### src/rtl/ae18_rstk.sv
// AE18 return-stack controller: owns STKPTR, drives the external asynchronous
// stack RAM, presents TOS combinationally and tracks overflow/underflow faults.
module ae18_rstk #(
  parameter int unsigned ISIZ = 24,
  parameter int unsigned SSIZ = 5
) (
  input  logic            clk,
  input  logic            rst_n,
  input  logic            push,
  input  logic            pop,
  input  logic [ISIZ-1:0] pc_in,
  input  logic            tos_we,
  input  logic [ISIZ-1:0] tos_wdat,
  input  logic            ptr_we,
  input  logic [SSIZ-1:0] ptr_wdat,
  input  logic            flg_clr,
  input  logic            stvren,
  output logic [ISIZ-1:0] tos,
  output logic [SSIZ-1:0] stkptr,
  output logic            stkful,
  output logic            stkunf,
  output logic            stk_rst,
  output logic [ISIZ-1:0] m_wdat,
  output logic [SSIZ-1:0] m_wadr,
  output logic [SSIZ-1:0] m_radr,
  output logic            m_we,
  input  logic [ISIZ-1:0] m_rdat
);

  localparam logic [SSIZ-1:0] PtrMax = '1;
  localparam logic [SSIZ-1:0] PtrOne = {{(SSIZ-1){1'b0}}, 1'b1};

  typedef enum logic [2:0] {
    OP_IDLE,
    OP_PTR_WR,
    OP_PUSH,
    OP_REPLACE,
    OP_POP,
    OP_TOS_WR
  } op_e;

  logic [SSIZ-1:0] stkptr_q, stkptr_d;
  logic            stkful_q, stkful_d;
  logic            stkunf_q, stkunf_d;
  logic            stk_rst_q, stk_rst_d;

  logic            ptr_empty;
  logic            ptr_full;
  logic [SSIZ-1:0] ptr_inc;
  logic [SSIZ-1:0] ptr_dec;
  op_e             op;
  logic            ovf_evt;
  logic            unf_evt;
  logic            we_raw;

  assign ptr_empty = (stkptr_q == '0);
  assign ptr_full  = (stkptr_q == PtrMax);
  assign ptr_inc   = stkptr_q + PtrOne;
  assign ptr_dec   = stkptr_q - PtrOne;

  // Command decode; push+pop on an empty stack degenerates to a plain push.
  always_comb begin
    op = OP_IDLE;
    if (ptr_we) begin
      op = OP_PTR_WR;
    end else if (push && pop && !ptr_empty) begin
      op = OP_REPLACE;
    end else if (push) begin
      op = OP_PUSH;
    end else if (pop) begin
      op = OP_POP;
    end else if (tos_we) begin
      op = OP_TOS_WR;
    end
  end

  always_comb begin
    stkptr_d = stkptr_q;
    we_raw   = 1'b0;
    m_wadr   = ptr_inc;
    m_wdat   = pc_in;
    ovf_evt  = 1'b0;
    unf_evt  = 1'b0;
    unique case (op)
      OP_PTR_WR: begin
        stkptr_d = ptr_wdat;
      end
      OP_PUSH: begin
        if (ptr_full) begin
          ovf_evt = 1'b1;
        end else begin
          we_raw   = 1'b1;
          stkptr_d = ptr_inc;
        end
      end
      OP_REPLACE: begin
        we_raw = 1'b1;
        m_wadr = stkptr_q;
      end
      OP_POP: begin
        if (ptr_empty) begin
          unf_evt = 1'b1;
        end else begin
          stkptr_d = ptr_dec;
        end
      end
      OP_TOS_WR: begin
        if (!ptr_empty) begin
          we_raw = 1'b1;
          m_wadr = stkptr_q;
          m_wdat = tos_wdat;
        end
      end
      default: begin
      end
    endcase
  end

  // A fault raised this cycle takes precedence over a simultaneous flag clear.
  always_comb begin
    stkful_d  = stkful_q;
    stkunf_d  = stkunf_q;
    if (flg_clr) begin
      stkful_d = 1'b0;
      stkunf_d = 1'b0;
    end
    if (ovf_evt) stkful_d = 1'b1;
    if (unf_evt) stkunf_d = 1'b1;
    stk_rst_d = (ovf_evt || unf_evt) && stvren;
  end

  always_ff @(posedge clk) begin
    if (!rst_n) begin
      stkptr_q  <= '0;
      stkful_q  <= 1'b0;
      stkunf_q  <= 1'b0;
      stk_rst_q <= 1'b0;
    end else begin
      stkptr_q  <= stkptr_d;
      stkful_q  <= stkful_d;
      stkunf_q  <= stkunf_d;
      stk_rst_q <= stk_rst_d;
    end
  end

  assign m_we    = we_raw && rst_n;
  assign m_radr  = stkptr_q;
  assign tos     = ptr_empty ? '0 : m_rdat;
  assign stkptr  = stkptr_q;
  assign stkful  = stkful_q;
  assign stkunf  = stkunf_q;
  assign stk_rst = stk_rst_q;

endmodule

### config.mk
export PLATFORM = sky130hd
export DESIGN_NAME = ae18_rstk
export DESIGN_NICKNAME = d
export VERILOG_FILES = /design/src/rtl/ae18_rstk.sv
export SDC_FILE = /design/constraint.sdc
export NUM_CORES = 1
export LEC_CHECK = 0
export ABC_AREA = 1
export CORE_UTILIZATION = 30
export DETAILED_ROUTE_END_ITERATION = 8
export PLACE_DENSITY = 0.88
export SLEW_MARGIN = 20
export SYNTH_ARGS = -nofsm -noshare
export SYNTH_HDL_FRONTEND = slang
export SYNTH_SLANG_ARGS = --single-unit
### constraint.sdc
create_clock -name clk -period 5.2 [get_ports clk]
set_input_delay 1.04 -clock clk [delete_from_list [all_inputs] [get_ports clk]]
set_output_delay 1.04 -clock clk [all_outputs]
set_load 0.05 [all_outputs]
### After elaboration in Yosys (flattened, before gate mapping)

Index checks and enable logic that the tools add are counted.

| operators by class | value |
|---|---|
| $add $sub $neg | 2 |
| equal/unequal tests | 8 |
| multiplexer cells | 23 |
| reduce and logical (&&, ||, !) cells | 11 |

Operators with widths:

| operator | number |
|---|---|
| two-way mux 24 bit | 3 |
| two-way mux 3 bit | 5 |
| two-way mux 5 bit | 3 |
| one-hot mux 5 bit (3 select lines) | 1 |
| one-hot mux 5 bit (2 select lines) | 1 |
| two-way mux 1 bit | 9 |
| == test 3 x 2 -> 1 bit (second input constant) | 2 |
| == test 3 bit (second input constant) | 2 |
| adder 5 x 1 -> 5 bit (second input constant) | 1 |
| == test 5 bit (second input constant) | 1 |
| zero test 5 bit | 1 |
| subtractor 5 x 1 -> 5 bit (second input constant) | 1 |
| logical AND 1 bit | 4 |
| != test 2 bit (second input constant) | 2 |
| nonzero test 2 bit | 2 |
| == test 3 x 1 -> 1 bit (second input constant) | 1 |
| one-hot mux 1 bit (3 select lines) | 1 |
| AND reduction 3 bit | 1 |
| nonzero test 3 bit | 1 |
| zero test 1 bit | 1 |
| logical OR 1 bit | 1 |

| word-level totals | value |
|---|---|
| bits in registers | 8 |
| input bits | 85 |

### Logic depth before layout (Yosys ltp)

| logic depth | value |
|---|---|
| depth in word-level cells | 9 |
| gate-level depth with buffers | 12 |

### Worst setup path before layout

Ideal clock, no wire load.

| timing | value |
|---|---|
| kind | register to output |
| start point | reg stkptr_q[0], in the netlist m_radr[0] |
| end point | out m_wadr[3] |
| data arrival time | 2.733 ns |
| path slack | 1.427 ns |
| stages on the path, launching flop included | 10 |
| buffers on the path | 0 |
| cell sequence | dfxtp_1 -> inv_1 -> ha_1 -> nand3_4 -> nand2_4 -> inv_1 -> nand2_1 -> nand2_1 -> inv_2 -> o21ai_0 |

| between the ends | value |
|---|---|
| cells in the longest elaborated chain, start to end | 7 |
| elaborated cells on any way between the ends | 10 |
| those cells by class | add/sub: 1; eq/ne: 2; mux: 4; reduce/logical: 3 |

Ends and longest elaborated chain:

| element | line | source |
|---|---|---|
| start: declaration | 42 | `logic [SSIZ-1:0] stkptr_q, stkptr_d;` |
| start signal: assignment | 139 | `stkptr_q <= stkptr_d;` |
| zero test 5 bit | 56 | `assign ptr_empty = (stkptr_q == '0);` |
| zero test 1 bit | -- |  |
| logical AND 1 bit | 66 | `end else if (push && pop && !ptr_empty) begin` |
| two-way mux 3 bit | 66 |  |
| two-way mux 3 bit | 64 | `if (ptr_we) begin` |
| == test 3 bit / == test 3 x 2 -> 1 bit (equally long branches) | 84 | `unique case (op)` |
| one-hot mux 5 bit (2 select lines) * | 84 |  |
| end: declaration | 24 | `output logic [SSIZ-1:0] m_wadr,` |

Mark *: on every way between the ends. The rest lies on a longest branch, timed or not.

### Worst setup path after layout

| timing | value |
|---|---|
| start point | in ptr_we |
| end point | out m_wadr[1] |

| between the ends | value |
|---|---|
| cells in the longest elaborated chain, start to end | 3 |
| elaborated cells on any way between the ends | 4 |
| those cells by class | eq/ne: 2; mux: 2 |

Ends and longest elaborated chain:

| element | line | source |
|---|---|---|
| start: declaration | 14 | `input logic ptr_we,` |
| two-way mux 3 bit * | 64 |  |
| == test 3 bit / == test 3 x 2 -> 1 bit (equally long branches) | 84 |  |
| one-hot mux 5 bit (2 select lines) * | 84 |  |

Marked as above.

==> impl_metrics.env <==
export IMPL_outcome="finished, final reports clean"
export IMPL_grt_total_usage_pct=23.5
export IMPL_slew_violations=0
export IMPL_count_of_inserted_antenna_diode_cells=0
export IMPL_cts_htree_levels=1
export IMPL_power_frac_clock_pct=10.8
export IMPL_setup_worst_path_start_class="input port"
export IMPL_cts_resized=0
export IMPL_synth_ff_type="dfxtp_1"
export IMPL_regArea_um2=160
export IMPL_ys_types=22
export IMPL_detailed_place_hpwl_um=4580
export IMPL_timing_setup_tns_ns=0
export IMPL_area_growth_synth_to_finish_pct=114
export IMPL_design_final_nets=498
export IMPL_synthArstFlopShare_pct=0
export IMPL_die_h_um=68.9
export IMPL_edff_count_synth=0
export IMPL_clock_path_buffers=2
export IMPL_cts_root_buf="clkbuf_8"
export IMPL_synth_seq_cells=8
export IMPL_cell_internal_pwr_uw=312
export IMPL_grt_pass1_wl_um=8370
export IMPL_maximum_number_of_pins_on_one_net_before_global_route_repair=27
export IMPL_pwr_share_comb_pct=77.7
export IMPL_die_area_um2=4750
export IMPL_average_instance_area_after_synthesis_um2=5.09
export IMPL_rsz_0062_raised_after_global_routing="false"
export IMPL_num_io_pins=152
export IMPL_synthesis_yosys_warnings=0
export IMPL_skew_ns=0.00408
export IMPL_syn_area_um2=1340
export IMPL_pwr_share_seq_pct=11.5
export IMPL_final_antenna_net_count=0
export IMPL_cts_sinks=8
export IMPL_p_leak_uw=0.00150
export IMPL_setup_worst_path_class="input port to primary output"
export IMPL_post_synthesis_sequential_area_ratio_pct=11.9
export IMPL_cp_data_required_time_ns=4.16
export IMPL_clk_latency_worst_skew_pair_ns=0.23
export IMPL_cp_end_kind="primary output"
export IMPL_clkSlewWorstSetupHoldPaths_ns=0.04
export IMPL_drc_errors=0
export IMPL_post_route_min_period_ns=4.50
export IMPL_achievable_frequency_mhz=222
export IMPL_gate_count_post_synth=264
export IMPL_cap_violations=0
export IMPL_port_buffers=151
export IMPL_post_drt_via_cell_ratio=4.42
export IMPL_multi_input_gate_area_in_the_final_layout_um2=921
export IMPL_final_cells=457
export IMPL_place_worst_setup_slack_ns=0.694
export IMPL_placementRows=23
export IMPL_period_share_pct=86.6
export IMPL_globalplace_congestion=0.845
export IMPL_first_iter_violations=62
export IMPL_cts_tree="yes"
export IMPL_layout_drive_gt1_share_pct=5.90
export IMPL_arrival_ns=3.46
export IMPL_number_of_global_route_vias_before_repair=1873
export IMPL_overflow=0
export IMPL_tritoncts_num_buffers=3
export IMPL_fillers=377
export IMPL_setup_viol=0
export IMPL_post_drt_wl_per_cell_um=11.8
export IMPL_power_per_cell_area_nw_per_um2=238
export IMPL_hold_ws_ns=0.468
export IMPL_power_share_switching_pct=54.3
export IMPL_maxSlewHeadroom_pct=64.3
export IMPL_timing_worst_slew_pin_value_ns=0.534
export IMPL_postCtsHoldBufs=0
export IMPL_holdCritPathClass="flop to flop"
export IMPL_total_switching_power_uw=371
export IMPL_worst_path_max_fanout=26
export IMPL_post_placement_cell_count=454
export IMPL_layout_commonest_cell="clkdlybuf4s50_1"
export IMPL_antenna_found_initial=0
export IMPL_detail_route_wirelength_um=5400
export IMPL_finalHoldViolations=0
export IMPL_die_width_um=68.9
export IMPL_syn_nets=353
export IMPL_max_vdd_ir_drop_mv=0.153
export IMPL_fin_total_pwr_uw=683
export IMPL_floorplan_core_area_um2=4140
export IMPL_start_util_pct=32.4
export IMPL_cts_setup_buffers=0
export IMPL_vias=2022
export IMPL_final_cell_mix="clkdlybuf4s50_1, nand2_1, inv_1"
export IMPL_drt_pass1_iterations=4
export IMPL_setup_slack_ns=0.697
==> power by group through the flow <==
stage | combinational (uW) | sequential, uW | clock (uW)
finish | 531 | 78.3 | 73.8
global route | 567 | 79.4 | 80.1
CTS | 533 | 78.4 | 75.4
detailed placement | 531 | 79.3 | 0
global placement | 527 | 78.9 | 0
floorplan | 327 | 93.4 | 0
==> path summary, 6_finish.rpt <==
kind | from | end | slack (ns) | cells past startpoint
max | ptr_we | m_wadr[1] | 0.70 | 8
min | stkunf | stkunf | 0.47 | 2
max reg2reg | m_radr[0] | m_radr[2] | 3.28 | 11
min reg2reg | stkunf | stkunf | 0.47 | 2
==> Yosys cell counts (3+ instances only) <==
library cell | number | area share, %
ha_1 | 4 | 3.7
inv_2 | 5 | 1.4
nand3_1 | 13 | 4.8
buf_4 | 5 | 2.8
nand2_2 | 3 | 1.4
xor2_1 | 5 | 3.3
nand2_1 | 134 | 37
nor2_1 | 19 | 5.3
nor2_4 | 3 | 2.5
buf_6 | 3 | 2.5
nand2_4 | 4 | 3.4
dfxtp_1 | 8 | 12
o21ai_0 | 5 | 1.9
inv_1 | 41 | 11
==> kinds of logic after synthesis <==
family                     count (synthesis)  synth area share (%)
DFF                                        8                  11.9
AOI/OAI and AO/OA                          7                  2.61
xor gates and xnor gates                   5                  3.26
adders and majority gates                  4                  3.73
and+or+nand+nor                          182                  59.0
buffers and inverters                     58                  19.5
==> worst max-delay path, cell delays in order <==
cell	delay, ns
clkdlybuf4s50_1	0.55
inv_1	0.09
nand4_1	0.23
nor2_4	0.07
inv_2	0.33
nand2_2	0.15
o21ai_0	0.17
clkdlybuf4s50_1	0.83
==> flip-flops by register name, summed over array words and instances, names as in the netlist <==
name,flops
stkful,1
stkunf,1
stk_rst,1
m_radr,5
==> per-layer routing <==
layer	routed length, um	vias to the layer above	GRT usage [%]
met5	0	-	0
met4	158	0	8.16
met3	675	18	8.72
met2	2590	94	43.4
met1	1970	858	23.8
li1	-	1052	-
==> area by class of cell <==
type | instances | area share (%)
multi-input combinational | 198 | 32.0
clock buffer | 3 | 1.44
timing repair buffer | 152 | 52.8
tap | 50 | 2.18
sequential | 8 | 5.57
inverter | 46 | 6.01
==> metrics by stage <==
stage	util (%)	instance area (um^2)
final	69.4	2870
after global routing	69.4	2870
after CTS	69.4	2870
after detailed placement	68.4	2830
after global placement	68.4	2830
after floorplan	-	1340
Power figures use the tool's default switching activity.
